`src/rtl/step_sequencer.sv`:
```
// Recordable step sequencer: Schmitt-triggered clock/reset/record inputs, pitch CV, gate, step and end-of-cycle trigger.
// Optional one-pole pitch glide is compiled in with STEP_SEQUENCER_GLIDE_EN.
module step_sequencer #(
    parameter int W            = 16,
    parameter int STEPS        = 8,
    parameter int TRIG_SAMPLES = 48,
    parameter int GLIDE_SHIFT  = 6
) (
    input  logic                clk,
    input  logic                rst,
    input  logic                sample_clk,
    input  logic signed [W-1:0] sample_in0,
    input  logic signed [W-1:0] sample_in1,
    input  logic signed [W-1:0] sample_in2,
    input  logic signed [W-1:0] sample_in3,
    output logic signed [W-1:0] sample_out0,
    output logic signed [W-1:0] sample_out1,
    output logic signed [W-1:0] sample_out2,
    output logic signed [W-1:0] sample_out3,
    input  logic [7:0]          jack
);
    localparam int SW = (STEPS > 1) ? $clog2(STEPS) : 1;
    localparam int TW = $clog2(TRIG_SAMPLES + 1);
    localparam logic signed [W-1:0] HI_TH   = W'(4000);
    localparam logic signed [W-1:0] LO_TH   = W'(2000);
    localparam logic signed [W-1:0] FULL    = W'(20000);
    localparam logic [W-1:0]        STEP_CV = W'(2000);

    logic                strobe_q;
    logic                clk_s, rst_s, rec_s;
    logic [SW-1:0]       step;
    logic signed [W-1:0] mem [STEPS];
    logic [TW-1:0]       trig_cnt;

    logic                tick;
    logic                clk_n, rst_n, rec_n;
    logic                clk_edge, rst_edge, wrap, rec_now;
    logic [SW-1:0]       step_n;
    logic [TW-1:0]       trig_n;
    logic signed [W-1:0] target, pitch_n;
    logic [W-1:0]        step_w;
    logic                unused_jack;

    assign unused_jack = ^{jack[7:4], jack[2]};

    function automatic logic schmitt(input logic st, input logic signed [W-1:0] x,
                                     input logic patched);
        if (!patched)   return 1'b0;
        if (x > HI_TH)  return 1'b1;
        if (x < LO_TH)  return 1'b0;
        return st;
    endfunction

    always_comb begin
        tick     = sample_clk & ~strobe_q;
        clk_n    = schmitt(clk_s, sample_in0, jack[0]);
        rst_n    = schmitt(rst_s, sample_in1, jack[1]);
        rec_n    = schmitt(rec_s, sample_in3, jack[3]);
        clk_edge = clk_n & ~clk_s;
        rst_edge = rst_n & ~rst_s;
        wrap     = 1'b0;
        step_n   = step;
        // A reset edge swallows a coincident clock edge, so it can never wrap.
        if (rst_edge) begin
            step_n = '0;
        end else if (clk_edge) begin
            if (step == SW'(STEPS - 1)) begin
                step_n = '0;
                wrap   = 1'b1;
            end else begin
                step_n = step + 1'b1;
            end
        end
        rec_now = (clk_edge | rst_edge) & rec_n;
        target  = rec_now ? sample_in2 : mem[step_n];
        if (wrap)
            trig_n = TW'(TRIG_SAMPLES);
        else if (trig_cnt != '0)
            trig_n = trig_cnt - 1'b1;
        else
            trig_n = '0;
        step_w = W'(step_n);
    end

`ifdef STEP_SEQUENCER_GLIDE_EN
    logic signed [W:0] glide_diff, glide_sum;
    always_comb begin
        glide_diff = {target[W-1], target} - {sample_out0[W-1], sample_out0};
        glide_sum  = {sample_out0[W-1], sample_out0} + (glide_diff >>> GLIDE_SHIFT);
        pitch_n    = glide_sum[W-1:0];
    end
`else
    always_comb begin
        pitch_n = target;
    end
`endif

    always_ff @(posedge clk) begin
        if (rst) begin
            strobe_q    <= 1'b0;
            clk_s       <= 1'b0;
            rst_s       <= 1'b0;
            rec_s       <= 1'b0;
            step        <= '0;
            trig_cnt    <= '0;
            sample_out0 <= '0;
            sample_out1 <= '0;
            sample_out2 <= '0;
            sample_out3 <= '0;
            for (int i = 0; i < STEPS; i++) mem[i] <= '0;
        end else begin
            strobe_q <= sample_clk;
            if (tick) begin
                clk_s       <= clk_n;
                rst_s       <= rst_n;
                rec_s       <= rec_n;
                step        <= step_n;
                trig_cnt    <= trig_n;
                if (rec_now) mem[step_n] <= sample_in2;
                sample_out0 <= pitch_n;
                sample_out1 <= clk_n ? FULL : '0;
                sample_out2 <= step_w * STEP_CV;
                sample_out3 <= (trig_n != '0) ? FULL : '0;
            end
        end
    end
endmodule

```
`config.mk`:
```
export PLATFORM = sky130hd
export DESIGN_NAME = step_sequencer
export DESIGN_NICKNAME = d
export VERILOG_FILES = /design/src/rtl/step_sequencer.sv
export SDC_FILE = /design/constraint.sdc
export NUM_CORES = 1
export LEC_CHECK = 0
export CAP_MARGIN = 20
export CORE_UTILIZATION = 54
export CTS_CLUSTER_SIZE = 8
export DETAILED_ROUTE_END_ITERATION = 7
export GPL_TIMING_DRIVEN = 0
export PLACE_DENSITY = 0.83
export REMOVE_ABC_BUFFERS = 1
export SLEW_MARGIN = 20
export SYNTH_ARGS = -nofsm -noshare
export SYNTH_HDL_FRONTEND = slang
export SYNTH_SLANG_ARGS = --single-unit
```
`constraint.sdc`:
```
create_clock -name clk -period 5.28 [get_ports clk]
set_clock_uncertainty 0.05 [all_clocks]
set_input_delay 1.056 -clock clk [delete_from_list [all_inputs] [get_ports clk]]
set_output_delay 1.056 -clock clk [all_outputs]
set_load 0.05 [all_outputs]
```
# Word level (Yosys, flattened, before mapping)
# Memories as Yosys holds them, arrays and structs flattened. A register that Yosys moved wholly into a read port is not among the register bits.
# Cells that the tools add are included.
# op_classes
n_addsub	2
n_mul	1
order_cmp	6
n_eq_ne	1
mux	52
n_bitwise	8
n_reduce_logical	3
# ops
op	count
$gt A16 B13 Y1 const B	3
$lt A16 B12 Y1 const B	3
$mux W1	43
$mux W15	2
$mux W16	1
$reduce_or A16 Y1	1
$mux W3	4
$mux W6	2
$reduce_bool A6 Y1	2
$mul A3 B7 Y10 const B	1
$sub A6 B1 Y6 const B	1
$and A1 B1 Y1	4
$add A3 B1 Y3 const B	1
$eq A3 B3 Y1 const B	1
$not A1 Y1	3
$or A1 B1 Y1	1
# word_totals
regBits	57
ram_bits	128
inputBits	75
out_inout_bits	64
wordCells	83
mem_count	1
# mem_list
name	words	word_bits	rd	rd_clocked_by_memory_dff	wr	line	text
mem	8	16	1	1	8	32	logic signed [W-1:0] mem [STEPS];

# Logic depth before layout (Yosys ltp)
# Gate-level depths: netlist of the first run.
# depth
word_depth	17
ltp_mapped	17
mapped_depth_nobuf	15

# Worst setup path after synthesis of the first run
# OpenSTA, ideal clock, no wires.
# synth_timing
path_type	input to register
from	in sample_in0[9]
to	reg sample_out2[11]
setup_ps	71
arrival_ps	4478
required_ps	5159
slack_ps	681
cell_stages	14
path_buffers	2
cell_sequence	nand4_1 a211o_2 a21oi_4 mux2_2 and2_1 buf_2 buf_2 inv_1 fa_1 fa_1 fa_1 xnor2_1 nand2_1 a21oi_1
# synth_via
elab_chain_len	11
elab_cells_between_ends	16
cone_classes	mul: 1; order compare: 2; mux: 12; bitwise: 1
# synth_rtl
element	line	text
start, declared	12	input logic signed [W-1:0] sample_in0,
$lt A16 B12 Y1	50	if (x < LO_TH) return 1'b0;
$mux W1 (2 in a row)	50	
$mux W1	49	if (x > HI_TH) return 1'b1;
$mux W1	51	return st;
$mux W1 *	50	
$mux W1 *	49	
$and A1 B1 Y1 *	59	clk_edge = clk_n & ~clk_s;
$mux W3 *	66	end else if (clk_edge) begin
$mux W3 *	64	if (rst_edge) begin
net step_n[2]	38	logic [SW-1:0] step_n;
$mul A3 B7 Y10 *	122	sample_out2 <= step_w * STEP_CV;
end signal, assigned	122	
end, declared	18	output logic signed [W-1:0] sample_out2,
# The timed path passes the listed nets; every way through them passes the cells marked *. The select of a mux whose other input is x is not followed.
# A chain may end at the register's enable or synchronous reset.

# Final worst setup path of the first run
# layout_timing
from	in sample_in0[6]
to	reg sample_out2[12]
# layout_via
elab_chain_len	11
elab_cells_between_ends	16
cone_classes	mul: 1; order compare: 2; mux: 12; bitwise: 1
# layout_rtl
element	line
$lt A16 B12 Y1	50
$mux W1 (2 in a row)	50
$mux W1	49
$mux W1	51
$mux W1 *	50
$mux W1 *	49
$and A1 B1 Y1 *	59
$mux W3 *	66
$mux W3 *	64
$mul A3 B7 Y10 *	122
# Every way passes the cells marked *; elsewhere a longest branch is shown, timed or not. The select of a mux whose other input is x is not followed.

==> impl_metrics.env, run 1 <==
export IMPL_grt_pass1_vias=6245
export IMPL_muxShareOfSynthArea_pct=2.15
export IMPL_seq_area_frac_synth_pct=53.0
export IMPL_finalHoldViolCount=0
export IMPL_die_h_um=129
export IMPL_clock_sinks=166
export IMPL_layoutNonFillerInstCount=1081
export IMPL_post_route_cells_drive_above_1_share_pct=7.59
export IMPL_crit_type="in -> reg"
export IMPL_synth_top_family_by_area="simple AND/OR/NAND/NOR gates"
export IMPL_regArea_mm2=0.00460
export IMPL_dieArea_mm2=0.0166
export IMPL_per_instance_average_area_after_synthesis_um2=10.9
export IMPL_totalNegativeSetupSlack_ns=0
export IMPL_type_of_origin_of_the_critical_path="input pin"
export IMPL_power_share_combinational_pct=15.6
export IMPL_cellLeakagePower_nw=4.05
export IMPL_max_slew_worst_pin_slew_ns=1.06
export IMPL_detail_route_iter0_violations=641
export IMPL_tritoncts="built"
export IMPL_dp_worst_setup_slack_ns=-0.525
export IMPL_synthDominantCellAreaShare_pct=44.2
export IMPL_clock_fmax_mhz=197
export IMPL_synthesized_area_fraction_occupied_by_ao_oa_aoi_and_oai_cells_pct=14.9
export IMPL_clock_latency_ns=0.43
export IMPL_switching_power_uw=892
export IMPL_count_of_inserted_antenna_diode_cells=0
export IMPL_synth_main_ff_cell="sky130_fd_sc_hd__edfxtp_1"
export IMPL_p_int_mw=2.39
export IMPL_detail_route_wl_per_cell_um=19.9
export IMPL_route_final_wire_length_um=21500
export IMPL_gr_total_overflow=0
export IMPL_postcts_setup_bufs=0
export IMPL_yosys_area_share_adder_pct=3.23
export IMPL_areaGrowthSynthToFinish_pct=18.5
export IMPL_ant_nets=0
export IMPL_io_pins=139
export IMPL_worst_path_required_ns=5.59
export IMPL_rsz0062_at_grt="false"
export IMPL_numPortBuffers=105
export IMPL_setup_ws_ns=0.202
export IMPL_cts_root_buffer_cell="sky130_fd_sc_hd__clkbuf_16"
export IMPL_core_area_mm2=0.0154
export IMPL_synthArstFlopShare_pct=0
export IMPL_report_final_setup_viol=0
export IMPL_grt_pass1_wl_um=32900
export IMPL_netlist_top_cells_area="sky130_fd_sc_hd__edfxtp_1 44%, sky130_fd_sc_hd__and2_1 9.4%, sky130_fd_sc_hd__dfxtp_1 8.8%, sky130_fd_sc_hd__buf_4 3.5%, sky130_fd_sc_hd__nor2_1 2.4%"
export IMPL_synth_distinct_cells=62
export IMPL_max_cap_viol_count=0
export IMPL_yosysMostFrequentCell="sky130_fd_sc_hd__and2_1"
export IMPL_clock_tree_buffer_depth=2
export IMPL_synth_simple_area_share_pct=19.8
export IMPL_grt_use_total_pct=26.8
export IMPL_num_fill_cells=1166
export IMPL_power_density_mw_per_mm2=319
export IMPL_ys_seq_elements=166
export IMPL_num_nets_final=952
export IMPL_netSwitchingFraction_pct=27.2
export IMPL_grt_antenna_before_repair=0
export IMPL_cts_buffers_inserted=17
export IMPL_busiest_layer="met2"
export IMPL_status="complete, no violations"
export IMPL_grtUsageMet2_pct=44.5
export IMPL_finalCritPeriodShare_pct=96.2
export IMPL_initial_utilization_pct=56.3
export IMPL_synth_xor_area_share_pct=0.403
export IMPL_synth_enable_flop_cells=128
export IMPL_power_share_sequential_pct=45.6
export IMPL_die_x_um=129
export IMPL_drt_pass1_iterations=5
export IMPL_clk_transition_reported_paths_ns=0.07
export IMPL_layout_min_cycle_time_ns=5.08
export IMPL_netlist_top_cells_count="131 x sky130_fd_sc_hd__and2_1, 128 x sky130_fd_sc_hd__edfxtp_1, 56 x sky130_fd_sc_hd__nor2_1"
export IMPL_cts_hold_buf=0
export IMPL_biggest_area_consumer_among_synthesized_cells="sky130_fd_sc_hd__edfxtp_1"
export IMPL_vias=6463
export IMPL_multiInputGateArea_mm2=0.00366
export IMPL_synthesis_area_mm2=0.00869
export IMPL_yosys_warning_count=0
export IMPL_floorplan_rows=45
export IMPL_globalplace_congestion=0.773
export IMPL_hold_slack_ns=0.406
export IMPL_viasPerCell=5.98
export IMPL_use_met1_pct=33.1
export IMPL_place_detailed_instances=1049
export IMPL_hold_class="reg -> reg"
export IMPL_dp_hpwl_um=12900
export IMPL_syn_instance_count=794
export IMPL_slew_violations=0
export IMPL_arrival_time_worst_endpoint_ns=5.39
export IMPL_vdd_drop_max_uv=254
export IMPL_maximum_fanout_along_the_worst_path=22
export IMPL_max_slew_margin_pct=29.6
export IMPL_worstSetupEndpointType="flip-flop"
export IMPL_cts_htree_levels=4
export IMPL_grt_use_met3_pct=6.28
export IMPL_postLayoutCoreUtil_pct=66.7
export IMPL_grt_max_degree=34
export IMPL_relative_contribution_of_the_clock_network_to_total_power_pct=38.8
export IMPL_route_detailed_drc=0
==> routing by layer <==
layer | vias up | wire [µm] | part of all wire [%]
met2 | 388 | 10100 | 47
li1 | 2953 | - | -
met1 | 3063 | 8420 | 39
met3 | 59 | 2220 | 10
met4 | 0 | 680 | 3.2
met5 | - | 0 | 0
==> worst paths after layout <==
check / to / cells after the start / slack [ns] / start
worst max register to register: sample_out2[12]$_SDFFE_PP0P_ / 15 / 0.79 / step[0]$_SDFFE_PP0P_
worst min register to register: sample_out2[8]$_SDFFE_PP0P_ / 2 / 0.41 / sample_out2[8]$_SDFFE_PP0P_
worst max-delay path: sample_out2[12]$_SDFFE_PP0P_ / 16 / 0.20 / sample_in0[6]
worst min-delay path: sample_out2[8]$_SDFFE_PP0P_ / 2 / 0.41 / sample_out2[8]$_SDFFE_PP0P_
==> state kept, by name, indices dropped and copies added, names as in the netlist <==
name and count:
rec_s 1, sample_out1 1, sample_out0 16, strobe_q 1, trig_cnt 6, sample_out2 8, rst_s 1, mem 128
sample_out3 1, step 3
==> timing repair <==
action / CTS / global route
gates cloned: 0 / 0
pin swaps: 0 / 0
setup endpoints to repair: 3 / 16
resized for setup: 1 / 1
==> cell families (layout without fill, tap and decap cells) <==
| family | count (synthesis) | count (layout) |
|---|---|---|
| and+or+nand+nor | 311 | 311 |
| AOI/OAI and AO/OA | 174 | 174 |
| DFF | 166 | 166 |
| buffers and inverters | 100 | 149 |
| adders and majority gates | 20 | 20 |
| muxes | 18 | 18 |
| xor gates and xnor gates | 4 | 4 |
| other | 1 | 28 |
==> critical path: stages <==
cell and delay [ns]:
sky130_fd_sc_hd__clkdlybuf4s50_1 0.46, sky130_fd_sc_hd__nor4_1 0.46, sky130_fd_sc_hd__a211o_2 0.29, sky130_fd_sc_hd__a21oi_4 0.11, sky130_fd_sc_hd__mux2_2 0.29, sky130_fd_sc_hd__and2_2 0.50, sky130_fd_sc_hd__inv_1 0.26, sky130_fd_sc_hd__fa_1 0.76
sky130_fd_sc_hd__ha_1 0.29, sky130_fd_sc_hd__a21o_1 0.18, sky130_fd_sc_hd__a21oi_1 0.14, sky130_fd_sc_hd__nor2_1 0.06, sky130_fd_sc_hd__nor2_1 0.12, sky130_fd_sc_hd__xnor2_1 0.14, sky130_fd_sc_hd__nand2_1 0.09, sky130_fd_sc_hd__a21oi_1 0.17
==> cell usage in the layout, fill, tap and decap left out, types with 4 or more instances in the layout <==
| master | count |
|---|---|
| sky130_fd_sc_hd__and2_1 | 130 |
| sky130_fd_sc_hd__edfxtp_1 | 128 |
| sky130_fd_sc_hd__clkdlybuf4s50_1 | 104 |
| sky130_fd_sc_hd__nor2_1 | 54 |
| sky130_fd_sc_hd__nand2_1 | 39 |
| sky130_fd_sc_hd__dfxtp_1 | 38 |
| sky130_fd_sc_hd__a21oi_1 | 36 |
| sky130_fd_sc_hd__o21ai_0 | 30 |
| sky130_fd_sc_hd__conb_1 | 28 |
| sky130_fd_sc_hd__nand2b_1 | 18 |
| sky130_fd_sc_hd__a22o_1 | 17 |
| sky130_fd_sc_hd__or3_1 | 17 |
| sky130_fd_sc_hd__clkbuf_16 | 17 |
| sky130_fd_sc_hd__a41o_1 | 16 |
| sky130_fd_sc_hd__o22ai_1 | 16 |
| sky130_fd_sc_hd__o221ai_1 | 16 |
| sky130_fd_sc_hd__mux2i_1 | 16 |
| sky130_fd_sc_hd__ha_1 | 16 |
| sky130_fd_sc_hd__nor3_1 | 10 |
| sky130_fd_sc_hd__or2_2 | 10 |
| sky130_fd_sc_hd__and3_1 | 9 |
| sky130_fd_sc_hd__o311ai_1 | 8 |
| sky130_fd_sc_hd__inv_1 | 8 |
| sky130_fd_sc_hd__o311ai_0 | 8 |
| sky130_fd_sc_hd__fa_1 | 4 |
| sky130_fd_sc_hd__inv_6 | 4 |
==> layout make-up <==
| type | instances | area share [%] |
|---|---|---|
| well taps | 211 | 2.57 |
| repair buffers | 109 | 11.0 |
| clock inverters | 14 | 1.68 |
| clock buffers | 18 | 4.17 |
| multi-input cells | 555 | 35.6 |
| flip-flops and latches | 166 | 44.7 |
| inverters | 8 | 0.292 |
==> power by group through the flow <==
stage	Sequential [mW]	Combinational (mW)	Clock, mW
floorplan	1.58	0.254	0
global placement	1.52	0.486	0
detailed placement	1.52	0.505	0
CTS	1.50	0.509	1.28
global route	1.50	0.552	1.33
finish	1.50	0.512	1.27
==> metrics by stage <==
step	cell area, µm²	total power [mW]
3_3_place_gp	9570	2.00
4_1_cts	10300	3.28
2_1_floorplan	8260	1.83
6_report	10300	3.28
5_1_grt	10300	3.38
3_5_place_dp	9680	2.03
Note: power is estimated with default switching activity, not from simulation.
==> run 2, diff against run 1 <==
- CORE_UTILIZATION: 54 -> 49
- PLACE_DENSITY: 0.83 -> 0.8
- clock period: 5.28 -> 4.6 ns (I/O delays scaled with it)
==> run 2 against run 1 <==
- register-to-register slack got worse by 0.46 ns
- via count rose by 0.28%
- cell count rose by 2.4%
- non-clock buffer count rose by 10
- critical path type unchanged
- routed wire length rose by 1.1%
==> impl_metrics.env, run 2 (same netlist as run 1, synthesis figures left out) <==
export IMPL_arrival_time_worst_endpoint_ns=4.78
export IMPL_grt_max_degree=34
export IMPL_layout_common_cells="130 x sky130_fd_sc_hd__and2_1, 128 x sky130_fd_sc_hd__edfxtp_1, 104 x sky130_fd_sc_hd__clkdlybuf4s50_1"
export IMPL_route_detailed_drc=0
export IMPL_crit_path_top_delay_cell="sky130_fd_sc_hd__clkdlybuf4s50_1"
export IMPL_report_final_setup_viol=0
export IMPL_totalNegativeSetupSlack_ns=0
export IMPL_dieArea_mm2=0.0183
export IMPL_initial_utilization_pct=50.2
export IMPL_clock_sinks=166
export IMPL_core_area_mm2=0.0173
export IMPL_finalHoldViolCount=0
export IMPL_cts_buffers_inserted=17
export IMPL_floorplan_rows=48
export IMPL_worstSetupEndpointType="flip-flop"
export IMPL_max_slew_worst_pin_slew_ns=1.07
export IMPL_reg_top3="mem (128), sample_out0 (16), sample_out2 (8)"
export IMPL_cp_buffers_inverters=2
export IMPL_crit_type="in -> reg"
export IMPL_detail_route_wl_per_cell_um=19.6
export IMPL_count_of_inserted_antenna_diode_cells=0
export IMPL_vias=6481
export IMPL_timing_critical_path_max_delay_family="adder cells"
export IMPL_max_slew_margin_pct=28.6
export IMPL_cts_htree_levels=4
export IMPL_post_route_cells_drive_above_1_share_pct=10.4
export IMPL_status="complete, no violations"
export IMPL_ant_nets=0
export IMPL_clock_fmax_mhz=223
export IMPL_drt_pass1_iterations=5
export IMPL_dp_hpwl_um=13000
export IMPL_finalCritPeriodShare_pct=97.3
export IMPL_crit_path_cell_trace="clkdlybuf4s50_1 -> o21ai_0 -> a211o_2 -> a21oi_4 -> mux2_4 -> and2_4 -> inv_1 -> fa_2 -> fa_1 -> fa_1 -> xnor2_1 -> nand2_1 -> a21oi_1"
export IMPL_max_cap_viol_count=0
export IMPL_layout_cells_most_common="sky130_fd_sc_hd__and2_1"
export IMPL_hold_class="reg -> reg"
export IMPL_route_final_wire_length_um=21700
export IMPL_registers_top_by_ff_count="mem"
export IMPL_timing_critical_path_mode_cell="sky130_fd_sc_hd__fa_1"
export IMPL_tritoncts="built"
export IMPL_worst_path_required_ns=4.90
export IMPL_r2r_setup_slack_ns=0.33
export IMPL_layoutNonFillerInstCount=1107
export IMPL_clk_transition_reported_paths_ns=0.06
export IMPL_vdd_drop_max_uv=271
export IMPL_worst_path_largest_cell_delay_ns=0.53
export IMPL_type_of_origin_of_the_critical_path="input pin"
export IMPL_flip_flop_count_of_the_largest_register_all_copies_and_words_added=128
export IMPL_gr_total_overflow=0
export IMPL_power_density_mw_per_mm2=363
export IMPL_cts_root_buffer_cell="sky130_fd_sc_hd__clkbuf_16"
export IMPL_die_h_um=135
export IMPL_detail_route_iter0_violations=506
export IMPL_num_fill_cells=1362
export IMPL_viasPerCell=5.85
export IMPL_areaGrowthSynthToFinish_pct=20.3
export IMPL_slew_violations=0
export IMPL_grt_antenna_before_repair=0
export IMPL_grt_pass1_wl_um=32900
export IMPL_globalplace_congestion=0.787
export IMPL_maximum_fanout_along_the_worst_path=11
export IMPL_grt_use_total_pct=24.2
export IMPL_layout_min_cycle_time_ns=4.48
export IMPL_grt_pass1_vias=6136
export IMPL_io_pins=139
export IMPL_clock_latency_ns=0.43
export IMPL_place_detailed_instances=1063
export IMPL_numPortBuffers=105
export IMPL_clock_tree_buffer_depth=2
export IMPL_die_x_um=135
export IMPL_num_nets_final=964
export IMPL_cellLeakagePower_nw=4.10
run 2: final cells by class:
class,count,area (µm²),area share (%)
Inverter,8,37.5,0.359
Clock inverter,10,146,1.40
Clock buffer,22,474,4.54
Sequential cell,166,4600,44.1
Tap cell,225,282,2.69
Multi-Input combinational cell,557,3710,35.5
Timing Repair Buffer,119,1200,11.5
run 2: report_power, final:
group / switching, mW / internal (mW) / leakage (nW)
Clock: 0.583 / 0.900 / 0.289
Sequential: 0.0394 / 1.68 / 1.63
Combinational: 0.375 / 0.217 / 2.18
run 2: routing by layer:
| metal | track usage [%] | part of all wire, % | wire length (µm) |
|---|---|---|---|
| met1 | 29.9 | 39 | 8540 |
| met2 | 39.1 | 47 | 10300 |
| met3 | 5.35 | 8.8 | 1910 |
| met4 | 13.9 | 4.5 | 976 |
| met5 | 0 | 0 | 0 |
run 2: worst register-to-register path, cell delays in order (launching register included):
cell and delay [ns]:
sky130_fd_sc_hd__dfxtp_1 1.02, sky130_fd_sc_hd__ha_1 0.28, sky130_fd_sc_hd__ha_1 0.22, sky130_fd_sc_hd__a2111oi_4 0.08, sky130_fd_sc_hd__o21ai_4 0.22, sky130_fd_sc_hd__clkbuf_16 0.16, sky130_fd_sc_hd__buf_16 0.16, sky130_fd_sc_hd__clkinvlp_4 0.19
sky130_fd_sc_hd__fa_2 0.55, sky130_fd_sc_hd__fa_1 0.47, sky130_fd_sc_hd__fa_1 0.39, sky130_fd_sc_hd__xnor2_1 0.15, sky130_fd_sc_hd__nand2_1 0.07, sky130_fd_sc_hd__a21oi_1 0.17
run 2: worst paths after layout:
check | to | from | cells after the start
worst max register to register | sample_out2[11]$_SDFFE_PP0P_ | step[0]$_SDFFE_PP0P_ | 13
worst min-delay path | sample_out2[8]$_SDFFE_PP0P_ | sample_out2[8]$_SDFFE_PP0P_ | 2
worst max-delay path | sample_out2[11]$_SDFFE_PP0P_ | sample_in0[6] | 13
worst min register to register | sample_out2[8]$_SDFFE_PP0P_ | sample_out2[8]$_SDFFE_PP0P_ | 2
run 2: per-stage QoR:
| stage | instance area (µm²) | power, mW | hold WS, ns | setup WS [ns] | util (%) |
|---|---|---|---|---|---|
| after global routing | 10500 | 3.90 | 0.438 | -0.0109 | 60.4 |
| after detailed placement | 9700 | 2.32 | 0.398 | -1.12 | 56.1 |
| final | 10500 | 3.79 | 0.404 | 0.123 | 60.4 |
| after floorplan | 8260 | 2.10 | 0.394 | -2.41 | - |
| after global placement | 9590 | 2.30 | 0.393 | -3.42 | 55.4 |
| after CTS | 10300 | 3.78 | 0.406 | -0.0822 | 59.8 |
run 2: timing repair:
action	in CTS	in global routing
pin swaps	0	4
hold buffers	0	0
endpoints found under the setup margin	134	100
setup buffers	0	10
hold endpoints to repair	0	0
gates cloned	1	1
gates resized for setup	7	12
==> RTL edit, RTL diff (config.mk and constraints of run 1) <==
Change the parameter `W` from 16 to 32.
--- a/src/rtl/step_sequencer.sv
+++ b/src/rtl/step_sequencer.sv
@@ -2,5 +2,5 @@
 // Optional one-pole pitch glide is compiled in with STEP_SEQUENCER_GLIDE_EN.
 module step_sequencer #(
-    parameter int W            = 16,
+    parameter int W            = 32,
     parameter int STEPS        = 8,
     parameter int TRIG_SAMPLES = 48,
Ports: changed (8 resized); port bits go from 139 to 267. The function was not compared with the original's and may differ.
==> RTL edit against run 1 <==
- via count grew 81%
- setup slack gained 0.029 ns
- first-iteration DRC count grew 86%
- count of clock-buffer cells in the layout grew 60
- final area grew 85%
- global-route usage shrank 0.66 points
- wire length grew 89%
- critical path depth shrank 7
- synthesized area grew 81%
- combinational power grew 68%
- sequential share of layout area grew 1.3 points
- sequential cell count grew 144
- total power grew 91%
- critical path type unchanged
- critical endpoint is now mem[5][10]
==> RTL edit: results (changes against run 1) <==
set qor(timing.reg2reg.setup_slack_ns) 0.90 ;# was 0.79 ns
set qor(grt.met1_usage_pct) 32.21 ;# was 33.10%
set qor(fraction_of_area_in_multi_input_gates_pct) 32.81 ;# was 35.59%
set qor(place.gp.congestion) 0.7641 ;# was 0.7730
set qor(grt_use_total_pct) 26.12 ;# was 26.78%
set qor(post_cts.repair.setup_buffers) 3 ;# was 0
set qor(p_clk_share_pct) 41.6 ;# was 38.8%
set qor(final_layout_size_suffix_gt1_share_pct) 7.101 ;# was 7.586%
set qor(cts_buffers) 44 ;# was 17
set qor(worst_hold_path.endpoint) {sample_out2[11]} ;# was sample_out2[8]
set qor(instance_count_after_placement_with_tap_cells_included) 1831 ;# was 1049
set qor(cell_internal_pwr_w) 0.004636 ;# was 0.002391 W
set qor(worstRegToRegCells) 14 ;# was 15
set qor(nonClockInverterCount) 11 ;# was 8
set qor(drt_wl_total_mm) 40.50 ;# was 21.46 mm
set qor(period_minus_slack_ns) 5.048 ;# was 5.078 ns
set qor(biggestRegsByFlops) {mem x256, sample_out0 x32, sample_out2 x8} ;# was mem x128, sample_out0 x16, sample_out2 x8
set qor(nets) 1659 ;# was 952
set qor(wl_met1_mm) 15.53 ;# was 8.423 mm
set qor(clock_cell_area_share_pct) 6.709 ;# was 5.849%
set qor(drt-vias-per-instance) 6.090 ;# was 5.979
set qor(first_global_vias) 11689 ;# was 6245
set qor(grtUsageMet2_pct) 45.98 ;# was 44.45%
set qor(critical_path.max_fanout) 35 ;# was 22
set qor(met3RoutedLength_mm) 3.563 ;# was 2.219 mm
set qor(dp_slack_ns) -1.494 ;# was -0.5248 ns
set qor(outcome) {completed} ;# unchanged
set qor(critical_path.endpoint) {mem[5][10]} ;# was sample_out2[12]
set qor(drt_iter0_markers) 1192 ;# was 641
set qor(layout.filler_cells) 2017 ;# was 1166
==> RTL edit: cell types whose count changed after synthesis, sizes merged, moves of 31 or more <==
cell	before	now
and3	9	41
a211oi	3	69
buf	59	142
o21ai	32	106
a221o	0	32
a22oi	2	33
o32ai	0	32
a21boi	0	64
edfxtp	128	256
and2	132	256
==> RTL edit: cells by family (layout without fill, tap and decap cells) <==
logic type / after synthesis / in the layout / share of synthesized area [%]
AO/OA/AOI/OAI: 407 / 407 / 18.61
XOR/XNOR: 4 / 4 / 0.2223
adder cells (fa/ha/maj): 19 / 19 / 1.699
buffers and inverters: 209 / 298 / 7.564
flip-flops: 310 / 310 / 55.62
multiplexers: 5 / 7 / 0.4365
other: 1 / 76 / 0.02379
AND/OR/NAND/NOR: 414 / 414 / 15.82
==> RTL edit: worst min-delay path, delay by kind of cell (launching register included) <==
family          cells  cell delay [ns]
flops               1             0.31
simple gates        1             0.05
compound gates      1             0.05
